==> config.mk <==
export PLATFORM = sky130hd
export DESIGN_NAME = cp0_intc_flat
export DESIGN_NICKNAME = d
export VERILOG_FILES = /design/src/rtl/cp0_pkg.sv /design/src/rtl/cp0_intc_if.sv /design/src/rtl/cp0_timer.sv /design/src/rtl/cp0_intc.sv /design/src/flat_wrapper.sv
export SDC_FILE = /design/constraint.sdc
export NUM_CORES = 1
export LEC_CHECK = 0
export BUFFER_PORTS_ARGS = -buffer_cell sky130_fd_sc_hd__buf_2
export CORE_MARGIN = 3
export CORE_UTILIZATION = 43
export CTS_CLUSTER_SIZE = 10
export DETAILED_ROUTE_END_ITERATION = 8
export PLACE_DENSITY_LB_ADDON = 0.05
export SLEW_MARGIN = 40
export SYNTH_ARGS = -nofsm -noshare
export SYNTH_HDL_FRONTEND = slang
export SYNTH_SLANG_ARGS = --single-unit
==> constraint.sdc <==
create_clock -name clk -period 5.15 [get_ports clk]
set_input_delay 0.2575 -clock clk [delete_from_list [all_inputs] [get_ports clk]]
set_output_delay 0.2575 -clock clk [all_outputs]
set_load 0.02 [all_outputs]
==> src/rtl/cp0_pkg.sv <==
// cp0_pkg: shared constants for the CP0 register block.
//   CR_*          : {rd, sel} addresses of the implemented CP0 registers
//   EXC_*         : ExcCode values used by the pipeline
//   STATUS_RESET  : Status value after reset (BEV set)
package cp0_pkg;

  localparam logic [7:0] CR_BADVADDR = 8'h40;
  localparam logic [7:0] CR_COUNT    = 8'h48;
  localparam logic [7:0] CR_COMPARE  = 8'h58;
  localparam logic [7:0] CR_STATUS   = 8'h60;
  localparam logic [7:0] CR_CAUSE    = 8'h68;
  localparam logic [7:0] CR_EPC      = 8'h70;

  localparam logic [4:0] EXC_INT  = 5'h00;
  localparam logic [4:0] EXC_ADEL = 5'h04;
  localparam logic [4:0] EXC_ADES = 5'h05;
  localparam logic [4:0] EXC_SYS  = 5'h08;
  localparam logic [4:0] EXC_BP   = 5'h09;
  localparam logic [4:0] EXC_RI   = 5'h0a;
  localparam logic [4:0] EXC_OV   = 5'h0c;

  localparam logic [31:0] STATUS_RESET = 32'h0040_0000;

  // Address-error exceptions are the only ones that latch BadVAddr.
  function automatic logic is_addr_exc(input logic [4:0] code);
    return (code == EXC_ADEL) || (code == EXC_ADES);
  endfunction

endpackage

==> src/rtl/cp0_intc_if.sv <==
// cp0_intc_if: mtc0/mfc0 access bus between the WB stage and CP0.
//   mtc0_we  : write strobe
//   c0_addr  : {rd, sel}, shared by read and write
//   c0_wdata : write data
//   c0_rdata : combinational read data
interface cp0_intc_if;
  logic        mtc0_we;
  logic [7:0]  c0_addr;
  logic [31:0] c0_wdata;
  logic [31:0] c0_rdata;

  modport master (output mtc0_we, output c0_addr, output c0_wdata, input c0_rdata);
  modport slave  (input mtc0_we, input c0_addr, input c0_wdata, output c0_rdata);
endinterface

==> src/rtl/cp0_timer.sv <==
// cp0_timer: Count with programmable prescaler, Compare and the TI flag.
//   clk, reset   : clock, async active-high reset
//   wr_count_i   : load Count from wdata_i and restart the prescaler
//   wr_compare_i : load Compare from wdata_i and clear TI
//   count_o      : Count register
//   compare_o    : Compare register
//   ti_o         : timer interrupt flag (Cause.TI)
module cp0_timer #(
  parameter int unsigned COUNT_DIV = 2
) (
  input  logic        clk,
  input  logic        reset,
  input  logic        wr_count_i,
  input  logic        wr_compare_i,
  input  logic [31:0] wdata_i,
  output logic [31:0] count_o,
  output logic [31:0] compare_o,
  output logic        ti_o
);

  localparam int unsigned DivW = (COUNT_DIV > 1) ? $clog2(COUNT_DIV) : 1;
  localparam logic [DivW-1:0] DivLast = DivW'(COUNT_DIV - 1);

  logic [DivW-1:0] div_cnt_q;
  logic [31:0]     count_q;
  logic [31:0]     compare_q;
  logic            ti_q;
  logic            tick;

  assign tick = (div_cnt_q == DivLast);

  always_ff @(posedge clk or posedge reset) begin
    if (reset) begin
      div_cnt_q <= '0;
      count_q   <= '0;
    end else if (wr_count_i) begin
      div_cnt_q <= '0;
      count_q   <= wdata_i;
    end else if (tick) begin
      div_cnt_q <= '0;
      count_q   <= count_q + 32'd1;
    end else begin
      div_cnt_q <= div_cnt_q + DivW'(1);
    end
  end

  // A Compare write clears TI even if Count matches in the same cycle.
  always_ff @(posedge clk or posedge reset) begin
    if (reset) begin
      compare_q <= '0;
      ti_q      <= 1'b0;
    end else if (wr_compare_i) begin
      compare_q <= wdata_i;
      ti_q      <= 1'b0;
    end else if (count_q == compare_q) begin
      ti_q      <= 1'b1;
    end
  end

  assign count_o   = count_q;
  assign compare_o = compare_q;
  assign ti_o      = ti_q;

endmodule

==> src/rtl/cp0_intc.sv <==
// cp0_intc: CP0 Status/Cause/EPC/BadVAddr, interrupt synchronisers, read mux
// and masked interrupt request; Count/Compare live in cp0_timer.
//   clk, reset        : clock, async active-high reset
//   c0                : mtc0/mfc0 bus (slave)
//   wb_ex, wb_excode,
//   wb_bd, wb_pc,
//   wb_badvaddr       : exception commit from WB
//   eret_flush        : eret commit
//   ext_int_in        : asynchronous external interrupt lines -> IP[2+i]
//   c0_epc            : EPC, eret target
//   int_req           : pending & enabled & unmasked interrupt
//   timer_int         : Cause.TI
module cp0_intc import cp0_pkg::*; #(
  parameter int unsigned N_EXT_INT   = 6,
  parameter int unsigned COUNT_DIV   = 2,
  parameter int unsigned TI_LINE     = 7,
  parameter int unsigned SYNC_STAGES = 2
) (
  input  logic                 clk,
  input  logic                 reset,
  cp0_intc_if.slave            c0,
  input  logic                 wb_ex,
  input  logic [4:0]           wb_excode,
  input  logic                 wb_bd,
  input  logic [31:0]          wb_pc,
  input  logic [31:0]          wb_badvaddr,
  input  logic                 eret_flush,
  input  logic [N_EXT_INT-1:0] ext_int_in,
  output logic [31:0]          c0_epc,
  output logic                 int_req,
  output logic                 timer_int
);

  logic        wr_en, wr_status, wr_cause, wr_epc, wr_count, wr_compare;
  logic [7:0]  im_q;
  logic        exl_q, ie_q, bd_q;
  logic [4:0]  exccode_q;
  logic [1:0]  ip_sw_q;
  logic [5:0]  hw_ip_q, hw_ip_d, ext_ip, ti_ip;
  logic [31:0] epc_q, badvaddr_q, count, compare;
  logic        ti;
  logic [N_EXT_INT-1:0] sync_q [SYNC_STAGES];

  // An exception in WB kills the mtc0 retiring alongside it.
  assign wr_en      = c0.mtc0_we & ~wb_ex;
  assign wr_status  = wr_en && (c0.c0_addr == CR_STATUS);
  assign wr_cause   = wr_en && (c0.c0_addr == CR_CAUSE);
  assign wr_epc     = wr_en && (c0.c0_addr == CR_EPC);
  assign wr_count   = wr_en && (c0.c0_addr == CR_COUNT);
  assign wr_compare = wr_en && (c0.c0_addr == CR_COMPARE);

  cp0_timer #(
    .COUNT_DIV (COUNT_DIV)
  ) u_timer (
    .clk          (clk),
    .reset        (reset),
    .wr_count_i   (wr_count),
    .wr_compare_i (wr_compare),
    .wdata_i      (c0.c0_wdata),
    .count_o      (count),
    .compare_o    (compare),
    .ti_o         (ti)
  );

  always_ff @(posedge clk or posedge reset) begin
    if (reset) begin
      for (int i = 0; i < int'(SYNC_STAGES); i++) sync_q[i] <= '0;
    end else begin
      sync_q[0] <= ext_int_in;
      for (int i = 1; i < int'(SYNC_STAGES); i++) sync_q[i] <= sync_q[i-1];
    end
  end

  always_comb begin
    ext_ip = '0;
    ext_ip[N_EXT_INT-1:0] = sync_q[SYNC_STAGES-1];
    ti_ip = '0;
    ti_ip[TI_LINE-2] = ti;
    hw_ip_d = ext_ip | ti_ip;
  end

  always_ff @(posedge clk or posedge reset) begin
    if (reset) begin
      im_q       <= '0;
      exl_q      <= 1'b0;
      ie_q       <= 1'b0;
      bd_q       <= 1'b0;
      exccode_q  <= '0;
      ip_sw_q    <= '0;
      hw_ip_q    <= '0;
      epc_q      <= '0;
      badvaddr_q <= '0;
    end else begin
      hw_ip_q <= hw_ip_d;
      if (wr_status) begin
        im_q <= c0.c0_wdata[15:8];
        ie_q <= c0.c0_wdata[0];
      end
      if (wb_ex)           exl_q <= 1'b1;
      else if (eret_flush) exl_q <= 1'b0;
      else if (wr_status)  exl_q <= c0.c0_wdata[1];
      if (wr_cause) ip_sw_q <= c0.c0_wdata[9:8];
      if (wb_ex) begin
        exccode_q <= wb_excode;
        // Nested exceptions keep the original return point.
        if (!exl_q) begin
          bd_q  <= wb_bd;
          epc_q <= wb_bd ? wb_pc - 32'd4 : wb_pc;
        end
        if (is_addr_exc(wb_excode)) badvaddr_q <= wb_badvaddr;
      end else if (wr_epc) begin
        epc_q <= c0.c0_wdata;
      end
    end
  end

  always_comb begin
    c0.c0_rdata = '0;
    case (c0.c0_addr)
      CR_BADVADDR: c0.c0_rdata = badvaddr_q;
      CR_COUNT:    c0.c0_rdata = count;
      CR_COMPARE:  c0.c0_rdata = compare;
      CR_STATUS:   c0.c0_rdata = STATUS_RESET | {16'd0, im_q, 6'd0, exl_q, ie_q};
      CR_CAUSE:    c0.c0_rdata = {bd_q, ti, 14'd0, hw_ip_q, ip_sw_q, 1'b0, exccode_q, 2'b00};
      CR_EPC:      c0.c0_rdata = epc_q;
      default:     c0.c0_rdata = '0;
    endcase
  end

  assign int_req   = ie_q & ~exl_q & |({hw_ip_q, ip_sw_q} & im_q);
  assign c0_epc    = epc_q;
  assign timer_int = ti;

endmodule

==> src/flat_wrapper.sv <==
// flat-port wrapper written by rule: the top's interface ports become plain ports
module cp0_intc_flat import cp0_pkg::*;
#(
  parameter int unsigned N_EXT_INT   = 6,
  parameter int unsigned COUNT_DIV   = 2,
  parameter int unsigned TI_LINE     = 7,
  parameter int unsigned SYNC_STAGES = 2
)
  (clk, reset, wb_ex, wb_excode, wb_bd, wb_pc, wb_badvaddr, eret_flush, ext_int_in, c0_epc, int_req, timer_int, c0_mtc0_we, c0_c0_addr, c0_c0_wdata, c0_c0_rdata);
  cp0_intc_if c0_i ();
  input  logic clk;
  input  logic reset;
  input  logic wb_ex;
  input  logic [4:0] wb_excode;
  input  logic wb_bd;
  input  logic [31:0] wb_pc;
  input  logic [31:0] wb_badvaddr;
  input  logic eret_flush;
  input  logic [N_EXT_INT-1:0] ext_int_in;
  output logic [31:0] c0_epc;
  output logic int_req;
  output logic timer_int;
  input wire logic [$bits(c0_i.mtc0_we)-1:0] c0_mtc0_we;
  input wire logic [$bits(c0_i.c0_addr)-1:0] c0_c0_addr;
  input wire logic [$bits(c0_i.c0_wdata)-1:0] c0_c0_wdata;
  output wire logic [$bits(c0_i.c0_rdata)-1:0] c0_c0_rdata;
  assign c0_i.mtc0_we = c0_mtc0_we;
  assign c0_i.c0_addr = c0_c0_addr;
  assign c0_i.c0_wdata = c0_c0_wdata;
  assign c0_c0_rdata = c0_i.c0_rdata;
  cp0_intc #(.N_EXT_INT(N_EXT_INT), .COUNT_DIV(COUNT_DIV), .TI_LINE(TI_LINE), .SYNC_STAGES(SYNC_STAGES)) u_core (.clk(clk), .reset(reset), .c0(c0_i), .wb_ex(wb_ex), .wb_excode(wb_excode), .wb_bd(wb_bd), .wb_pc(wb_pc), .wb_badvaddr(wb_badvaddr), .eret_flush(eret_flush), .ext_int_in(ext_int_in), .c0_epc(c0_epc), .int_req(int_req), .timer_int(timer_int));
endmodule
==> summary.md, run 1 <==
| Metric | Value |
|---|---|
| Status | completed |
| Routed vias | 7611 |
| Post_cts resized | 0 |
| Relative slew slack | 43.37% |
| Least-Margin Pin Slew | 0.8417 ns |
| Pwr Density | 330.6 mW/mm^2 |
| Max cap viols | 0 |
| Fin. max-slew vios | 0 |
| Share of layout cells above drive strength 1 | 31.10% |
| Seq/Total Area, Yosys | 46.40% |
| GRT overflow | 0 |
| Largest net degree at the start of global routing | 66 |
| DP HPWL | 21880 um |
| Largest area contributor in the netlist | dfrtp_1 |
| Hold Worst Slack | 0.05267 ns |
| Drc violations | 0 |
| Worst Path Arrival | 2.71 ns |
| Crit path kind | input port to output port |
| Drt total wl | 29520 um |
| Post-CTS setup buffer count | 0 |
| Fillers | 1932 |
| Layout area overhead | 20.64% |
| Syn Inst Count | 881 |
| CTS root buf | clkbuf_16 |
| Cell Area, Synth | 0.008952 mm^2 |
| Synth top cells by count | dfrtp_1, mux2_2, nor2_1, xor2_1, nand2_1 |
| FF-to-FF setup slack | 2.88 ns |
| Min Tclk post-route | 2.968 ns |
| Synth cell types | 57 |
| RSZ-0062 raised after global routing | no |
| Vias in the first global route | 7289 |
| Placer Congestion | 0.8935 |
| Initial antenna violation count | 1 |
| WP data required | 4.89 ns |
| First-pass GRT wire length | 45490 um |
| DIE HEIGHT | 150.3 um |
| Num Clock Sinks | 166 |
| Remaining antenna violation count after routing | 0 |
| DR pass1 iterations | 5 |
| Most common cell in the netlist | dfrtp_1 |
| Hold_buf cts | 7 |
| CP Capture Type | output port |
| Total Routing Usage GR | 26.60% |
| Setup Skew | 0.009453 ns |
| Critical Path Source Type | input port |
| Worst skew pair latency | 0.43 ns |
| Syn_nets | 1004 |
| CTS tree | built |
| Hold/Removal Path Class | input port to flip-flop |
| Detail-routed via count per cell | 5.718 |
| Tot Pwr | 3.571 mW |
| Final setup fails | 0 |
| TNS Setup | 0 ns |
| Die width | 150.3 um |
| Top cells by area, synth | dfrtp_1, mux2_2, xor2_1 |
| Clock Pin Slew Worst Setup and Hold Paths | 0.06 ns |
| Core area | 0.02036 mm^2 |
| Hold Violations, Final | 0 |
| CTS H-Tree Depth | 4 |
| Initial DRC count | 602 |
| Max VDD drop | 0.0002102 V |
| Synth async-reset ratio | 100.0% |
| LEAKAGE | 4.989 nW |
| Row count | 52 |
| Final nets | 1171 |
| Worst Path Max Fanout | 20 |
| Top_reg_cell synth | dfrtp_1 |
| Routed len/inst | 22.18 um |
| Synth warn | 0 |
| Post-synth top area share | 46.40% |
| Max Clock Freq | 0.3369 GHz |
| CTS buffer count | 17 |
| Initial core utilization | 43.96% |
| Ant diodes | 0 |
| Top-level port count | 187 |
| Synthesized flop and latch total | 166 |
| Die ar. | 0.02259 mm^2 |
| Period utilization | 57.64% |
| I/O Buffers | 186 |
| Post-Syn Area per Cell | 10.16 um^2 |
| CTS max path bufs | 2 |
| EDFF count, synth | 0 |
[final timing paths]
kind | startpoint | to | cells past startpoint
worst max-delay path | c0_c0_addr[0] | c0_c0_rdata[22] | 8
worst min-delay path | eret_flush | u_core.exl_q | 2
worst max register to register | u_core.u_timer.div_cnt_q | u_core.u_timer.count_o[15] | 5
worst min register to register | u_core.ext_ip[1] | u_core.hw_ip_q[1] | 0
max in group asynchronous | reset | u_core.im_q[5] | 4
min in group asynchronous | reset | u_core.c0_epc[25] | 3
[sequential cells by signal, indices dropped and copies added, names as in the netlist]
register,count
u_core.badvaddr_q,32
u_core.bd_q,1
u_core.c0_epc,32
u_core.exccode_q,5
u_core.exl_q,1
u_core.ext_ip,6
u_core.hw_ip_q,6
u_core.ie_q,1
u_core.im_q,8
u_core.ip_sw_q,2
u_core.sync_q,6
u_core.u_timer.compare_o,32
u_core.u_timer.count_o,32
u_core.u_timer.div_cnt_q,1
u_core.u_timer.ti_o,1
[cells by family after synthesis]
group,after synthesis,share of synthesized area (%)
and+or+nand+nor,266,15.16
adders and majority gates,2,0.2795
AOI/OAI and AO/OA,193,14.14
buffers and inverters,66,2.879
xor gates and xnor gates,85,8.316
muxes,103,12.82
DFF,166,46.40
[through the flow]
stage | setup WS [ns] | utilization [%] | std cells | cell area (um^2)
6_report | 2.182 | 53.04 | 1331 | 10800
4_1_cts | 2.026 | 53.04 | 1331 | 10800
3_5_place_dp | 2.029 | 49.77 | 1292 | 10140
5_1_grt | 1.914 | 53.04 | 1331 | 10800
2_1_floorplan | 0.4025 | - | 881 | 8952
3_3_place_gp | 2.004 | 49.74 | 1292 | 10130
[area by class of cell]
class / instances / area, um^2 / area share, %
Clock inverter: 14 / 165.2 / 1.529
Multi-Input combinational cell: 649 / 4573 / 42.34
Inverter: 7 / 31.28 / 0.2896
Tap cell: 270 / 337.8 / 3.128
Sequential cell: 166 / 4154 / 38.46
Timing Repair Buffer: 207 / 1110 / 10.28
Clock buffer: 18 / 429.2 / 3.974
[per-layer routing]
metal	up-vias	part of all wire (%)	GRT usage, %
li1	3561	-	-
met2	309	42	37.34
met5	-	0.064	0
met4	2	1.6	5.901
met1	3710	48	41.48
met3	29	7.6	6.261
[where the power goes]
part / switching, mW / internal, mW / total (mW) / leakage (nW)
clock network: 0.579 / 0.729 / 1.31 / 0.284
logic: 0.344 / 0.270 / 0.614 / 2.59
registers: 0.181 / 1.47 / 1.65 / 2.11
[placed cells by master (no fill, tap or decap), types with 7 or more instances in the layout]
| cell | n |
|---|---|
| nor2_1 | 73 |
| dlygate4sd3_1 | 7 |
| mux2_1 | 9 |
| o21ai_1 | 9 |
| nand3_1 | 19 |
| a22o_1 | 13 |
| nand4_1 | 21 |
| or3_1 | 7 |
| o21ai_0 | 41 |
| nor4_1 | 18 |
| buf_4 | 13 |
| dfrtp_1 | 166 |
| clkbuf_16 | 17 |
| a21oi_1 | 47 |
| buf_2 | 186 |
| mux2i_1 | 10 |
| a22oi_1 | 32 |
| nor3_1 | 13 |
| nand2_1 | 59 |
| o22ai_1 | 8 |
| xor2_1 | 61 |
| a221o_1 | 14 |
| and3_1 | 8 |
| xnor2_1 | 24 |
| mux2_2 | 84 |
[critical path, cell delays in order]
cell,delay (ns)
buf_2,0.09
or4b_1,0.60
or2_2,0.53
nor4_2,0.50
buf_4,0.33
a22oi_1,0.11
o21ai_0,0.09
buf_2,0.19
(Power assumes the default switching activity.)
==> inputs of run 2 (changes only) <==
==> constraint.sdc (replaced) <==
create_clock -name clk -period 2.5 [get_ports clk]
set_input_delay 0.125 -clock clk [delete_from_list [all_inputs] [get_ports clk]]
set_output_delay 0.125 -clock clk [all_outputs]
set_load 0.02 [all_outputs]
==> run 2 against run 1 <==
Clock power is 99% higher. Critical path depth shrank 1. Routed wire length is 3.3% higher. Cell area rose by 8.0%. Via count increased by 6.6%. Worst hold slack worse by 0.041 ns.
==> summary.md, run 2 (synthesis gave the netlist of run 1 again) <==
| Metric | Value |
|---|---|
| WP data required | 2.82 ns |
| Post-route core utilization | 57.27% |
| CTS tree | built |
| RR Endpoint | u_core.u_timer.count_o[31] |
| Crit path from | wb_bd |
| Routed vias | 8114 |
| Relative slew slack | 52.45% |
| DR pass1 iterations | 5 |
| Row count | 52 |
| DP HPWL | 22380 um |
| Routed len/inst | 21.44 um |
| Reg2Reg Launch Point | u_core.u_timer.count_o[4] |
| FF-to-FF setup slack | 0.59 ns |
| Placer Congestion | 0.8907 |
| GRT overflow | 0 |
| Pwr Density | 634.9 mW/mm^2 |
| Area post-placement | 0.01039 mm^2 |
| Initial core utilization | 43.96% |
| Layout area overhead | 30.27% |
| CP Capture Type | flip-flop |
| CTS H-Tree Depth | 4 |
| Hold Violations, Final | 0 |
| Most common cell after layout, fill and taps aside | buf_2 |
| Clock Pin Slew Worst Setup and Hold Paths | 0.07 ns |
| Final Instance Area | 0.01166 mm^2 |
| Critical Path Source Type | input port |
| Worst Path Arrival | 2.62 ns |
| Largest net degree at the start of global routing | 42 |
| Least-Margin Pin Slew | 0.7115 ns |
| CP Cell Sequence | dlygate4sd3_1 -> buf_2 -> or4b_1 -> nor3_2 -> or4b_1 -> or3_1 -> a22o_1 |
| RSZ-0062 raised after global routing | no |
| Hold/Removal Path Class | input port to flip-flop |
| Worst Path Max Fanout | 7 |
| CTS root buf | clkbuf_16 |
| Initial antenna violation count | 0 |
| Drc violations | 0 |
| Share of layout cells above drive strength 1 | 30.88% |
| End point of the critical path | u_core.c0_epc[17] |
| Ant diodes | 0 |
| Final nets | 1263 |
| Total Routing Usage GR | 27.36% |
| Most frequent cells in the layout | buf_2, dfrtp_1, mux2_2 |
| Tot Pwr | 7.405 mW |
| Top-level port count | 187 |
| Max VDD drop | 0.0003969 V |
| LEAKAGE | 5.399 nW |
| Crit path kind | input port to flip-flop |
| Core area | 0.02036 mm^2 |
| Worst Reg-to-Reg Cells | 6 |
| Die width | 150.3 um |
| Die ar. | 0.02259 mm^2 |
| Most common cell on crit path | or4b_1 |
| Max cap viols | 0 |
| Remaining antenna violation count after routing | 0 |
| Initial DRC count | 680 |
| Hold Worst Slack | 0.01127 ns |
| Num Clock Sinks | 166 |
| CTS buffer count | 17 |
| Status | completed |
| Period utilization | 91.77% |
| Min Tclk post-route | 2.294 ns |
| DIE HEIGHT | 150.3 um |
| Max Clock Freq | 0.4359 GHz |
| Final setup fails | 0 |
| Biggest cell delay along the critical path | 0.51 ns |
| Hold Crit Depth | 3 |
| Vias in the first global route | 7917 |
| Fin. max-slew vios | 0 |
| Drt total wl | 30510 um |
| CP max stage cell | dlygate4sd3_1 |
| First-pass GRT wire length | 46930 um |
| I/O Buffers | 186 |
| Setup Skew | 0.01018 ns |
| Detail-routed via count per cell | 5.702 |
| TNS Setup | 0 ns |
| CTS max path bufs | 2 |
| Worst skew pair latency | 0.43 ns |
run 2: area by class of cell:
cell class / count / area (um^2)
Sequential cell: 166 / 4154
Fill cell: 1843 / 8702
Multi-Input combinational cell: 649 / 4576
Tap cell: 270 / 337.8
Clock inverter: 14 / 143.9
Timing Repair Buffer: 299 / 1992
Clock buffer: 18 / 429.2
Inverter: 7 / 30.03
run 2: metal layers:
metal  vias to the layer above  wire, um  track usage (%)
li1                       3749         -                -
met1                      4022     14530            41.82
met2                       311     13420            39.78
met3                        32      2069            5.388
met4                         0       490            6.770
met5                         -         0                0
run 2: timing repair:
item | CTS | global route
buffers inserted | 0 | 0
hold buffers | 70 | 0
gates resized for setup | 0 | 0
hold endpoints to repair | 106 | 0
endpoints found under the setup margin | 0 | 0
run 2: worst min path at each step:
stage	start	to
floorplan	ext_int_in[4]	u_core.sync_q[10]
global placement	ext_int_in[3]	u_core.sync_q[9]
detailed placement	ext_int_in[0]	u_core.sync_q[6]
CTS	wb_pc[20]	u_core.c0_epc[20]
global route	wb_pc[31]	u_core.c0_epc[31]
finish	wb_pc[0]	u_core.c0_epc[0]
run 2: critical path: cells and delay by family:
family	cells	cell delay, ns
AOI/OAI and AO/OA	1	0.20
buffers and inverters	2	0.68
and+or+nand+nor	4	1.60
run 2: report_power, final:
group,switching [mW],internal [mW]
Combinational,0.742,0.644
Sequential,0.390,3.02
Clock,1.20,1.41
run 2: stage by stage:
| step | setup WS, ns | std cells |
|---|---|---|
| after floorplan | 0.2622 | 881 |
| after global placement | 0.2396 | 1321 |
| after detailed placement | 0.2366 | 1321 |
| after CTS | 0.2255 | 1423 |
| after global routing | 0.09728 | 1423 |
| final | 0.2058 | 1423 |
